### config.mk
export PLATFORM = sky130hd
export DESIGN_NAME = xg_lsu_master
export DESIGN_NICKNAME = d
export VERILOG_FILES = /design/src/rtl/xg_lsu_pkg.sv /design/src/rtl/xg_lsu_lane.sv /design/src/rtl/xg_lsu_master.sv
export SDC_FILE = /design/constraint.sdc
export NUM_CORES = 1
export LEC_CHECK = 0
export ABC_AREA = 1
export CELL_PAD_IN_SITES_DETAIL_PLACEMENT = 1
export CELL_PAD_IN_SITES_GLOBAL_PLACEMENT = 2
export CORE_ASPECT_RATIO = 1.75
export CORE_MARGIN = 2
export CORE_UTILIZATION = 24
export CTS_CLUSTER_DIAMETER = 120
export DETAILED_ROUTE_END_ITERATION = 7
export PLACE_DENSITY_LB_ADDON = 0.1
export SKIP_LAST_GASP = 1
export SLEW_MARGIN = 0
export SYNTH_ARGS = -nofsm -noshare
export SYNTH_HDL_FRONTEND = slang
export SYNTH_HIERARCHICAL = 1
export SYNTH_SLANG_ARGS = --single-unit
### constraint.sdc
create_clock -name clk -period 2.7 [get_ports clk]
set_input_delay 0.81 -clock clk [delete_from_list [all_inputs] [get_ports clk]]
set_output_delay 0.81 -clock clk [all_outputs]
set_load 0.02 [all_outputs]
### src/rtl/xg_lsu_pkg.sv
// xg_lsu_pkg: shared definitions for the load/store initiator.
//   - DM_* access-type codes as seen on req_type
//   - lsu_state_t: FSM state encoding (also exported on dbg_state)
//   - calc_be(): byte enables for an access type at a byte offset
package xg_lsu_pkg;

  localparam logic [2:0] DM_WORD  = 3'b000;
  localparam logic [2:0] DM_HALF  = 3'b001;
  localparam logic [2:0] DM_HALFU = 3'b010;
  localparam logic [2:0] DM_BYTE  = 3'b011;
  localparam logic [2:0] DM_BYTEU = 3'b100;

  typedef enum logic [1:0] {
    ST_IDLE     = 2'd0,
    ST_REQ      = 2'd1,
    ST_WAIT_RSP = 2'd2,
    ST_RESP     = 2'd3
  } lsu_state_t;

  // Illegal types return no enables; such requests never reach the bus.
  function automatic logic [3:0] calc_be(input logic [2:0] acc_type,
                                         input logic [1:0] off);
    logic [3:0] be;
    case (acc_type)
      DM_WORD:           be = 4'b1111;
      DM_HALF, DM_HALFU: be = off[1] ? 4'b1100 : 4'b0011;
      DM_BYTE, DM_BYTEU: be = 4'b0001 << off;
      default:           be = 4'b0000;
    endcase
    return be;
  endfunction

endpackage

### src/rtl/xg_lsu_lane.sv
// xg_lsu_lane: purely combinational byte-lane steering.
// Store path:
//   st_type, st_off, st_wdata -> st_be, st_wdata_lane, st_bad
//   (st_bad = illegal type or misaligned word/half)
// Load path:
//   ld_type, ld_off, ld_raw   -> ld_rdata (sign/zero-extended)
module xg_lsu_lane
  import xg_lsu_pkg::*;
(
  input  logic [2:0]  st_type,
  input  logic [1:0]  st_off,
  input  logic [31:0] st_wdata,
  output logic [3:0]  st_be,
  output logic [31:0] st_wdata_lane,
  output logic        st_bad,
  input  logic [2:0]  ld_type,
  input  logic [1:0]  ld_off,
  input  logic [31:0] ld_raw,
  output logic [31:0] ld_rdata
);

  logic [15:0] half_sel;
  logic [7:0]  byte_sel;

  always_comb begin
    st_be         = calc_be(st_type, st_off);
    st_wdata_lane = st_wdata;
    st_bad        = 1'b0;
    case (st_type)
      DM_WORD: begin
        st_bad = (st_off != 2'b00);
      end
      DM_HALF, DM_HALFU: begin
        // Replicating the halfword puts it on both lanes; be picks one.
        st_wdata_lane = {2{st_wdata[15:0]}};
        st_bad        = st_off[0];
      end
      DM_BYTE, DM_BYTEU: begin
        st_wdata_lane = {4{st_wdata[7:0]}};
      end
      default: begin
        st_bad = 1'b1;
      end
    endcase
  end

  always_comb begin
    half_sel = ld_off[1] ? ld_raw[31:16] : ld_raw[15:0];
    case (ld_off)
      2'd0:    byte_sel = ld_raw[7:0];
      2'd1:    byte_sel = ld_raw[15:8];
      2'd2:    byte_sel = ld_raw[23:16];
      default: byte_sel = ld_raw[31:24];
    endcase
    case (ld_type)
      DM_WORD:  ld_rdata = ld_raw;
      DM_HALF:  ld_rdata = {{16{half_sel[15]}}, half_sel};
      DM_HALFU: ld_rdata = {16'h0000, half_sel};
      DM_BYTE:  ld_rdata = {{24{byte_sel[7]}}, byte_sel};
      DM_BYTEU: ld_rdata = {24'h000000, byte_sel};
      default:  ld_rdata = 32'h0000_0000;
    endcase
  end

endmodule

### src/rtl/xg_lsu_master.sv
// xg_lsu_master: core-side load/store initiator for the data-memory bus.
// Parameters: TIMEOUT_CYCLES (1..255) cycles allowed in WAIT_RSP,
//             ADDR_W byte-address width.
// Ports:
//   clk, rstn (synchronous, active low)
//   core request : req_valid/req_ready, req_we, req_type, req_addr, req_wdata
//   bus request  : mem_req_valid/mem_req_ready, mem_we, mem_addr, mem_wdata, mem_be
//   bus response : mem_rsp_valid, mem_rsp_rdata
//   core response: rsp_valid (1-cycle pulse), rsp_rdata, rsp_err
//   dbg_state    : current FSM state (lsu_state_t encoding)
// Handshake: a transfer happens on a posedge where valid and ready are both
// high; the initiator holds valid and its payload stable until that edge.
// The bus response channel has no ready: mem_rsp_valid is taken only in
// WAIT_RSP and dropped in every other state.
module xg_lsu_master
  import xg_lsu_pkg::*;
#(
  parameter int TIMEOUT_CYCLES = 255,
  parameter int ADDR_W         = 32
) (
  input  logic              clk,
  input  logic              rstn,
  input  logic              req_valid,
  output logic              req_ready,
  input  logic              req_we,
  input  logic [2:0]        req_type,
  input  logic [ADDR_W-1:0] req_addr,
  input  logic [31:0]       req_wdata,
  output logic              mem_req_valid,
  input  logic              mem_req_ready,
  output logic              mem_we,
  output logic [ADDR_W-1:0] mem_addr,
  output logic [31:0]       mem_wdata,
  output logic [3:0]        mem_be,
  input  logic              mem_rsp_valid,
  input  logic [31:0]       mem_rsp_rdata,
  output logic              rsp_valid,
  output logic [31:0]       rsp_rdata,
  output logic              rsp_err,
  output logic [1:0]        dbg_state
);

  // Counter runs 0..TIMEOUT_CYCLES-1; the last value is the final WAIT_RSP cycle.
  localparam logic [7:0] TO_LAST = 8'(TIMEOUT_CYCLES - 1);

  lsu_state_t  state;
  logic        we_q;
  logic [2:0]  type_q;
  logic [1:0]  off_q;
  logic [7:0]  cnt;

  logic [3:0]  st_be;
  logic [31:0] st_wdata_lane;
  logic        st_bad;
  logic [31:0] ld_rdata;

  assign dbg_state = state;

  // Store side works on the live request; load side on the latched one.
  xg_lsu_lane u_lane (
    .st_type       (req_type),
    .st_off        (req_addr[1:0]),
    .st_wdata      (req_wdata),
    .st_be         (st_be),
    .st_wdata_lane (st_wdata_lane),
    .st_bad        (st_bad),
    .ld_type       (type_q),
    .ld_off        (off_q),
    .ld_raw        (mem_rsp_rdata),
    .ld_rdata      (ld_rdata)
  );

  always_ff @(posedge clk) begin
    if (!rstn) begin
      state         <= ST_IDLE;
      req_ready     <= 1'b1;
      mem_req_valid <= 1'b0;
      mem_we        <= 1'b0;
      mem_addr      <= '0;
      mem_wdata     <= 32'h0;
      mem_be        <= 4'h0;
      rsp_valid     <= 1'b0;
      rsp_rdata     <= 32'h0;
      rsp_err       <= 1'b0;
      cnt           <= 8'h00;
      we_q          <= 1'b0;
      type_q        <= DM_WORD;
      off_q         <= 2'b00;
    end else begin
      case (state)
        ST_IDLE: begin
          if (req_valid && req_ready) begin
            req_ready <= 1'b0;
            we_q      <= req_we;
            type_q    <= req_type;
            off_q     <= req_addr[1:0];
            if (st_bad) begin
              // Rejected locally: the bus never sees this access.
              rsp_valid <= 1'b1;
              rsp_err   <= 1'b1;
              rsp_rdata <= 32'h0;
              state     <= ST_RESP;
            end else begin
              mem_req_valid <= 1'b1;
              mem_we        <= req_we;
              mem_addr      <= {req_addr[ADDR_W-1:2], 2'b00};
              mem_be        <= st_be;
              mem_wdata     <= st_wdata_lane;
              state         <= ST_REQ;
            end
          end
        end

        ST_REQ: begin
          if (mem_req_ready) begin
            mem_req_valid <= 1'b0;
            cnt           <= 8'h00;
            state         <= ST_WAIT_RSP;
          end
        end

        ST_WAIT_RSP: begin
          // Response is checked first so it wins over a same-cycle timeout.
          if (mem_rsp_valid) begin
            rsp_valid <= 1'b1;
            rsp_err   <= 1'b0;
            rsp_rdata <= we_q ? 32'h0 : ld_rdata;
            state     <= ST_RESP;
          end else if (cnt == TO_LAST) begin
            rsp_valid <= 1'b1;
            rsp_err   <= 1'b1;
            rsp_rdata <= 32'h0;
            state     <= ST_RESP;
          end else begin
            cnt <= cnt + 8'd1;
          end
        end

        ST_RESP: begin
          rsp_valid <= 1'b0;
          req_ready <= 1'b1;
          state     <= ST_IDLE;
        end

        default: begin
          state <= ST_IDLE;
        end
      endcase
    end
  end

endmodule

==> results of run 1 <==
-- through the flow --
| step | total power, mW | TNS (ns) | cells |
|---|---|---|---|
| floorplan | 4.90 | 0 | 1022 |
| global placement | 6.56 | -3.68 | 1528 |
| detailed placement | 6.61 | -4.93 | 1528 |
| CTS | 9.19 | 0 | 1559 |
| global route | 9.65 | 0 | 1559 |
| finish | 8.98 | 0 | 1559 |
-- flip-flops by register name (all words and copies together), names as in the netlist --
| signal | cells |
|---|---|
| mem_req_valid | 1 |
| dbg_state | 2 |
| rsp_valid | 1 |
| req_ready | 1 |
| mem_wdata | 32 |
| mem_be | 4 |
| rsp_rdata | 32 |
| off_q | 2 |
| mem_we | 1 |
| rsp_err | 1 |
| type_q | 3 |
| mem_addr | 30 |
| cnt | 8 |
| we_q | 1 |
-- logic make-up (layout without fill, tap and decap cells) --
logic type	Yosys count	in the layout	share of synthesized area, %
buffers and inverters	168	381	11.6
other	1	2	0.0574
AOI/OAI and AO/OA	148	148	12.7
adders and majority gates	6	6	1.15
and+or+nand+nor	579	579	38.0
DFF	119	119	36.5
-- synth_stat cells --
library cell	instances
a21oi_2	20
o21ai_2	1
or2_2	2
buf_6	4
nand4_1	18
nand2_4	2
buf_1	1
inv_1	95
dfxtp_1	119
nor2_1	222
nor2_2	3
inv_2	9
a21boi_0	1
nand2_1	237
buf_12	1
nor2_4	2
o21ai_0	86
buf_4	15
nor3_1	2
o21ai_1	2
a211o_1	1
a21oi_1	36
o211ai_1	1
clkbuf_1	21
ha_1	6
buf_2	22
conb_1	1
nand2_2	6
nand2_8	1
nand4_2	1
nand3_2	14
nand3b_1	2
nand3_1	67
-- power groups by stage --
stage | Sequential (mW) | Clock [mW] | Combinational [mW]
floorplan | 2.78 | 0 | 2.13
global placement | 2.44 | 0 | 4.13
detailed placement | 2.44 | 0 | 4.17
CTS | 2.41 | 2.59 | 4.19
global route | 2.46 | 2.64 | 4.55
finish | 2.40 | 2.50 | 4.08
-- worst max path at each step --
| stage | from | end | slack [ns] | depth (start not counted) |
|---|---|---|---|---|
| after global placement | req_type[0] | rsp_rdata[9] | -0.14 | 11 |
| after detailed placement | req_type[0] | rsp_rdata[9] | -0.19 | 11 |
| after floorplan | req_type[0] | rsp_rdata[25] | 0.25 | 11 |
| final | req_type[0] | rsp_rdata[9] | 0.31 | 11 |
| after global routing | req_type[0] | rsp_rdata[16] | 0.10 | 12 |
| after CTS | req_type[0] | rsp_rdata[9] | 0.28 | 11 |
-- cell type report --
class / instances / area [sq um] / share of cell area (%)
multi-input combinational: 735 / 3390 / 35.1
tap: 324 / 405 / 4.19
timing repair buffer: 246 / 2460 / 25.5
inverter: 104 / 390 / 4.04
sequential: 119 / 2380 / 24.7
clock inverter: 11 / 171 / 1.77
clock buffer: 20 / 457 / 4.73
-- tightest hold or removal path, delay by kind of cell (launching register included) --
| family | cells | cell delay [ns] |
|---|---|---|
| buffers and inverters | 1 | 0.06 |
| AO/OA/AOI/OAI | 1 | 0.04 |
| flip-flops | 1 | 0.31 |
-- metal layers --
layer | GRT usage, % | share of wire (%) | wire length [microns]
met1 | 18.5 | 38 | 9710
met2 | 34.7 | 54 | 14000
met3 | 5.66 | 5.6 | 1440
met4 | 7.15 | 2.5 | 650
met5 | 0 | 0.043 | 11
==> flow_summary.json, run 1 <==
{
  "critPathCaptureType": "flop",
  "synth.area.top_cells": "dfxtp_1 36%, nand2_1 14%, nor2_1 13%, o21ai_0 6.6%, inv_1 5.5%",
  "hold_slack_ns": 0.455,
  "fin_util_pct": 36.2,
  "routed_wl_mm": 25.8,
  "pre_cts_ws_ns": -0.192,
  "fin_skew_ns": 0.00750,
  "syn_area_sq_um": 6530,
  "rsz0062_at_grt": "false",
  "cp.required_ns": 3.03,
  "drtAntennaViolNets": 0,
  "power_frac_clock_pct": 27.8,
  "final_common_cell": "nand2_1",
  "fin_area_sq_um": 9660,
  "outcome": "complete, no violations",
  "cp-start-kind": "input pin",
  "hpwlAfterDp_mm": 19.6,
  "syn2layout_area_growth_pct": 47.9,
  "arrival_ns": 2.73,
  "hold_viol": 0,
  "clock_latency_ns": 0.44,
  "p_sw_mw": 3.65,
  "worstHoldEndpoint": "rsp_valid",
  "cts-root-buf": "clkbuf_16",
  "cpLargestDelayFamily": "buffers and inverters",
  "period_needed_ns": 2.39,
  "wl_per_cell_microns": 16.5,
  "cts.repair.resized": 0,
  "finalCritPeriodShare_pct": 88.6,
  "setup_violations": 0,
  "crit_buf_inv": 3,
  "cap_violations": 0,
  "r2r_slack_ns": 0.78,
  "r2r-start": "off_q[1]",
  "grt_max_degree": 75,
  "fillers": 3319,
  "detail_route.first_pass.iterations": 4,
  "die_area_sq_um": 28600,
  "fin_nets": 1334,
  "io_pins": 212,
  "n_antenna_cell": 0,
  "ys_ff_latch": 119,
  "yosysUniqueCellTypes": 33,
  "core_area_sq_um": 26700,
  "vias_per_cell": 4.52,
  "fmax_mhz": 418,
  "grt_pass1_wl_mm": 40.3,
  "p_int_mw": 5.34,
  "final_cell_mix": "237 x nand2_1, 222 x nor2_1, 208 x clkdlybuf4s50_1",
  "die_w_microns": 129,
  "cts_hold_buf": 0,
  "crit_chain": "clkdlybuf4s50_1 > buf_4 > nor2_1 > nand3_1 > o211ai_1 > nor2_2 > nor2_4 > nand3_2 > buf_12 > a21oi_1 > nor2_1",
  "std_cell_rows": 79,
  "clk_pin_slew_worst_paths_ns": 0.06,
  "start_util_pct": 24.5,
  "yosysWarningCount": 6,
  "drc": 0,
  "slowest_stage": "clkdlybuf4s50_1",
  "antenna_found_initial": 1,
  "yosysTopAreaCell": "dfxtp_1",
  "maxSlewViolCount": 0,
  "grt.total_usage_pct": 18.4,
  "p_leak_nw": 4.37,
  "place_area_sq_um": 9040,
  "p_per_area_nw_per_um2": 930,
  "cp_max_fo": 31,
  "avgSynthCellArea_sq_um": 6.40,
  "die_y_microns": 222,
  "vias": 7043,
  "seq_area_frac_synth_pct": 36.5,
  "cts_tree": "done",
  "first_global_vias": 7234,
  "postCtsSetupBuffers": 0,
  "cts.sinks": 119,
  "drive_gt1_share_pct": 10.4,
  "hold_path.class": "flop to flop",
  "cts_inserted_buffers": 17,
  "min-delay-start": "rsp_valid",
  "seqPwrFrac_pct": 26.7,
  "cts.htree.levels": 4,
  "worstReg2RegEnd": "rsp_rdata[14]",
  "gp_congestion": 0.774,
  "power_frac_comb_pct": 45.5,
  "cpPeakStageDelay_ns": 0.47,
  "reg2reg_depth": 9,
  "switching_share_pct": 40.6,
  "numPortBuffers": 209,
  "drt-initial-drc-count": 207,
  "clockBufferDepth": 2,
  "synth_cells": 1021,
  "crit_path_frequent_cell": "nor2_1",
  "max-vdd-ir-drop_mv": 0.432,
  "whs_path_depth": 2,
  "grt.overflow.total": 0,
  "worst_slack_ns": 0.308,
  "yosys.area.top_type_share_pct": 36.5,
  "crit_type": "input pin to flop"
}
Note: power is estimated with default switching activity, not from simulation.
==> run 2, diff against run 1 <==
--- a/config.mk
+++ b/config.mk
@@ -6,10 +6,11 @@
 export NUM_CORES = 1
 export LEC_CHECK = 0
 export ABC_AREA = 1
+export CAP_MARGIN = 20
 export CELL_PAD_IN_SITES_DETAIL_PLACEMENT = 1
 export CELL_PAD_IN_SITES_GLOBAL_PLACEMENT = 2
 export CORE_ASPECT_RATIO = 1.75
-export CORE_MARGIN = 2
+export CORE_MARGIN = 1
 export CORE_UTILIZATION = 24
 export CTS_CLUSTER_DIAMETER = 120
 export DETAILED_ROUTE_END_ITERATION = 7
==> run 2 against run 1 <==
Compared with the run above:
- clock power down 7%
- clock skew about the same
- highest routed layer unchanged
- worst setup slack got worse by 0.11 ns
- count of clock-buffer cells in the layout decreased by 1
==> flow_summary.json, run 2 (synthesis results as in run 1) <==
{
  "numPortBuffers": 209,
  "drive_gt1_share_pct": 11.8,
  "critPathCaptureType": "flop",
  "drt-initial-drc-count": 242,
  "met2_length_mm": 14.0,
  "crit_buf_inv": 4,
  "slowest_stage": "clkdlybuf4s50_1",
  "core_area_sq_um": 26700,
  "cp-start-kind": "input pin",
  "place_area_sq_um": 9150,
  "cts_tree": "done",
  "fin_nets": 1351,
  "antenna_found_initial": 1,
  "die_area_sq_um": 27900,
  "gp_congestion": 0.782,
  "cp_max_fo": 11,
  "wl_per_cell_microns": 16.5,
  "dr.max_layer_used": "met5",
  "die_y_microns": 220,
  "cts_inserted_buffers": 17,
  "pre_cts_ws_ns": -0.311,
  "final_common_cell": "nand2_1",
  "n_antenna_cell": 0,
  "worst_slack_ns": 0.200,
  "routed_wl_mm": 26.0,
  "tightest_slew_ns": 0.579,
  "syn2layout_area_growth_pct": 49.1,
  "fin_skew_ns": 0.00740,
  "hpwlAfterDp_mm": 20.1,
  "slew_headroom_pct": 61.3,
  "grt.total_usage_pct": 19.4,
  "start_util_pct": 24.5,
  "crit_chain": "clkdlybuf4s50_1 > buf_4 > nor2_2 > nand3_1 > o211ai_1 > nor2_2 > nor2_4 > nand3_2 > buf_4 > buf_4 > nand2_1 > nand2_1 > nor2_1",
  "first_global_vias": 7438,
  "grt_pass1_wl_mm": 40.7,
  "cp.depth": 13,
  "p_leak_nw": 4.42,
  "cts_hold_buf": 0,
  "clk_pin_slew_worst_paths_ns": 0.06,
  "reg.largest.list": "mem_wdata (32), rsp_rdata (32), mem_addr (30)",
  "drtAntennaViolNets": 0,
  "clock_latency_ns": 0.44,
  "outcome": "complete, no violations",
  "cts.repair.resized": 0,
  "wl_met3_mm": 1.46,
  "postCtsSetupBuffers": 0,
  "cap_violations": 0,
  "fillers": 3370,
  "fin_area_sq_um": 9740,
  "maxSlewViolCount": 0,
  "final_cell_mix": "237 x nand2_1, 221 x nor2_1, 208 x clkdlybuf4s50_1",
  "cp.required_ns": 3.07,
  "vias": 7147,
  "multiInputGateArea_sq_um": 3400,
  "arrival_ns": 2.87,
  "hold_viol": 0,
  "grt.overflow.total": 0,
  "finalCritPeriodShare_pct": 92.6,
  "hold_path.class": "flop to flop",
  "whs_path_depth": 2,
  "hold_slack_ns": 0.462,
  "cts.htree.levels": 4,
  "io_pins": 212,
  "grt_max_degree": 61,
  "cts-root-buf": "clkbuf_16",
  "cpPeakStageDelay_ns": 0.47,
  "max-vdd-ir-drop_mv": 0.415,
  "cpLargestDelayFamily": "buffers and inverters",
  "setup_violations": 0,
  "crit_type": "input pin to flop",
  "p_per_area_nw_per_um2": 922,
  "die_w_microns": 127,
  "vias_per_cell": 4.53,
  "wl_met1_mm": 9.51,
  "detail_route.first_pass.iterations": 4,
  "crit_path_frequent_cell": "buf_4",
  "std_cell_rows": 79,
  "p_total_mw": 8.99,
  "ff_latch_area_sq_um": 2380,
  "fmax_mhz": 400,
  "period_needed_ns": 2.50,
  "reg2reg_depth": 10,
  "drc": 0,
  "clockBufferDepth": 2,
  "cts.sinks": 119
}
run 2: cell count changes in the layout (fill, tap and decap cells not counted), sizes merged:
cell | before | now
bufinv | 4 | 2
buf | 38 | 55
clkinv | 4 | 7
inv | 105 | 106
clkbuf | 20 | 19
run 2: area by class of cell:
type                            instances  area share, %
Clock buffer                           19           4.55
Clock inverter                         13           1.50
Inverter                              104           4.01
Multi-Input combinational cell        735           34.9
Sequential cell                       119           24.5
Tap cell                              324           4.16
Timing Repair Buffer                  263           26.5
run 2: per-layer routing:
| layer | track usage (%) | up-vias |
|---|---|---|
| li1 | - | 3636 |
| met1 | 18.4 | 3300 |
| met2 | 37.3 | 171 |
| met3 | 5.71 | 38 |
| met4 | 10.4 | 2 |
| met5 | 0 | - |
run 2: path summary, 6_finish.rpt:
path	to	start	slack [ns]
setup / recovery	rsp_rdata[17]	req_type[1]	0.20
hold / removal	rsp_valid	rsp_valid	0.46
setup reg to reg	rsp_rdata[13]	dbg_state[0]	0.72
hold reg to reg	rsp_valid	rsp_valid	0.46
run 2: tightest hold or removal path, cell delays in order (launching register included):
cell and delay [ns]:
dfxtp_1 0.31, inv_1 0.06, a21oi_2 0.04
run 2: report_power, final:
group / internal (mW) / leakage, nW / switching [mW]
Sequential: 2.15 / 0.974 / 0.254
Combinational: 1.72 / 3.16 / 2.54
Clock: 1.39 / 0.284 / 0.931
run 2: through the flow:
step | instances | setup TNS [ns] | util, %
floorplan | 1022 | 0 | -
CTS | 1577 | 0 | 36.5
detailed placement | 1545 | -9.82 | 34.3
global route | 1577 | -0.0123 | 36.5
finish | 1577 | 0 | 36.5
global placement | 1545 | -7.26 | 34.3
==> run 3, diff against run 2 <==
--- a/config.mk
+++ b/config.mk
@@ -9,12 +9,13 @@
 export CAP_MARGIN = 20
 export CELL_PAD_IN_SITES_DETAIL_PLACEMENT = 1
 export CELL_PAD_IN_SITES_GLOBAL_PLACEMENT = 2
-export CORE_ASPECT_RATIO = 1.75
+export CORE_ASPECT_RATIO = 0.8
 export CORE_MARGIN = 1
 export CORE_UTILIZATION = 24
 export CTS_CLUSTER_DIAMETER = 120
 export DETAILED_ROUTE_END_ITERATION = 7
-export PLACE_DENSITY_LB_ADDON = 0.1
+export GPL_ROUTABILITY_DRIVEN = 0
+export PLACE_DENSITY = 0.77
 export SKIP_LAST_GASP = 1
 export SLEW_MARGIN = 0
 export SYNTH_ARGS = -nofsm -noshare
==> run 3 against run 2 <==
Compared with the run above:
- cell area shrank 0.71%
- critical path depth shrank 12
- sequential share of layout area grew 0.17 points
- worst setup slack gained 0.18 ns
- combinational power shrank 4.9%
- cell count grew 1.6%
- die area is essentially flat
- clock skew grew 0.0066 ns
- non-clock buffer count shrank 8
- core utilization is essentially flat
- critical path type is now flop to primary output
- largest cell class unchanged
==> flow_summary.json, run 3 (synthesis results as in run 1) <==
{
  "detail_route.first_pass.iterations": 4,
  "crit_type": "flop to primary output",
  "cts_inserted_buffers": 17,
  "cpLargestDelayFamily": "buffers and inverters",
  "ff_latch_area_sq_um": 2380,
  "std_cell_rows": 53,
  "routed_wl_mm": 24.6,
  "first_global_vias": 7142,
  "cts.repair.resized": 0,
  "p_per_area_nw_per_um2": 890,
  "vias": 7142,
  "slowest_stage": "clkdlybuf4s50_1",
  "grt.total_usage_pct": 17.9,
  "fin_skew_ns": 0.0140,
  "die_y_microns": 150,
  "wl_per_cell_microns": 15.3,
  "cts_hold_buf": 0,
  "cts.sinks": 119,
  "die_w_microns": 186,
  "syn2layout_area_growth_pct": 48.1,
  "place_area_sq_um": 9120,
  "antenna_found_initial": 4,
  "reg.largest.list": "mem_wdata (32), rsp_rdata (32), mem_addr (30)",
  "hold_path.class": "flop to flop",
  "drt-initial-drc-count": 290,
  "fin_nets": 1343,
  "postCtsSetupBuffers": 0,
  "fillers": 3367,
  "maxSlewViolCount": 0,
  "hold_viol": 0,
  "grt_pass1_wl_mm": 39.4,
  "fin_util_pct": 36.5,
  "final_cell_mix": "237 x nand2_1, 222 x nor2_1, 208 x clkdlybuf4s50_1",
  "setup_violations": 0,
  "core_area_sq_um": 26500,
  "p_leak_nw": 4.36,
  "finalCritPeriodShare_pct": 86.1,
  "start_util_pct": 24.6,
  "cap_violations": 0,
  "grt_max_degree": 80,
  "critPathCaptureType": "primary output",
  "final_common_cell": "nand2_1",
  "drtAntennaViolNets": 0,
  "cts_tree": "done",
  "cp_max_fo": 4,
  "clk_pin_slew_worst_paths_ns": 0.05,
  "crit_chain": "clkdlybuf4s50_1",
  "vias_per_cell": 4.46,
  "fmax_mhz": 430,
  "cp-start-kind": "flop",
  "arrival_ns": 1.51,
  "cts.htree.levels": 4,
  "period_needed_ns": 2.32,
  "io_pins": 212,
  "crit_buf_inv": 1,
  "clock_latency_ns": 0.42,
  "clockBufferDepth": 2,
  "drc": 0,
  "max-vdd-ir-drop_mv": 0.458,
  "cpPeakStageDelay_ns": 0.70,
  "fin_area_sq_um": 9670,
  "rsz0062_at_grt": "false",
  "cp.required_ns": 1.89,
  "outcome": "complete, no violations",
  "grt.overflow.total": 0,
  "hpwlAfterDp_mm": 18.7,
  "drive_gt1_share_pct": 11.2,
  "numPortBuffers": 209,
  "die_area_sq_um": 27900,
  "cts-root-buf": "clkbuf_16",
  "multiInputGateArea_sq_um": 3390
}
-- run 3: layout make-up --
cell class | instances | area share, %
Antenna cell | 1 | 0.0259
Clock buffer | 19 | 4.68
Clock inverter | 13 | 1.02
Inverter | 104 | 4.04
Multi-Input combinational cell | 735 | 35.1
Sequential cell | 119 | 24.6
Tap cell | 357 | 4.62
Timing Repair Buffer | 255 | 25.9
-- run 3: power breakdown --
part | switching, mW | total [mW] | internal (mW)
registers | 0.282 | 2.43 | 2.15
logic | 2.43 | 4.05 | 1.62
clock network | 0.903 | 2.13 | 1.23
-- run 3: metrics by stage --
stage / setup TNS [ns] / setup WS [ns] / std cells / hold WS, ns / total power [mW]
floorplan: 0 / 0.250 / 1022 / 0.428 / 4.90
global placement: 0 / 0.0427 / 1570 / 0.453 / 6.48
detailed placement: -0.565 / -0.0575 / 1570 / 0.464 / 6.54
CTS: 0 / 0.366 / 1602 / 0.474 / 8.73
global route: 0 / 0.227 / 1602 / 0.512 / 9.28
finish: 0 / 0.376 / 1603 / 0.471 / 8.61
-- run 3: final timing paths --
path	from	endpoint	slack [ns]	cells past startpoint
max	req_ready	req_ready	0.38	1
min	mem_we	mem_we	0.47	2
max reg2reg	off_q[1]	rsp_rdata[13]	0.71	8
min reg2reg	mem_we	mem_we	0.47	2
-- run 3: tightest hold or removal path, stage by stage (launching register included) --
cell     delay [ns]
dfxtp_1        0.31
nand2_1        0.06
a21oi_1        0.05
-- run 3: layer usage --
layer,up-vias,track usage [%],share of wire (%)
met5,-,0,0.15
met4,6,4.71,1.4
met3,29,6.47,7.4
met2,154,27.6,43
met1,3323,23.4,48
li1,3630,-,-
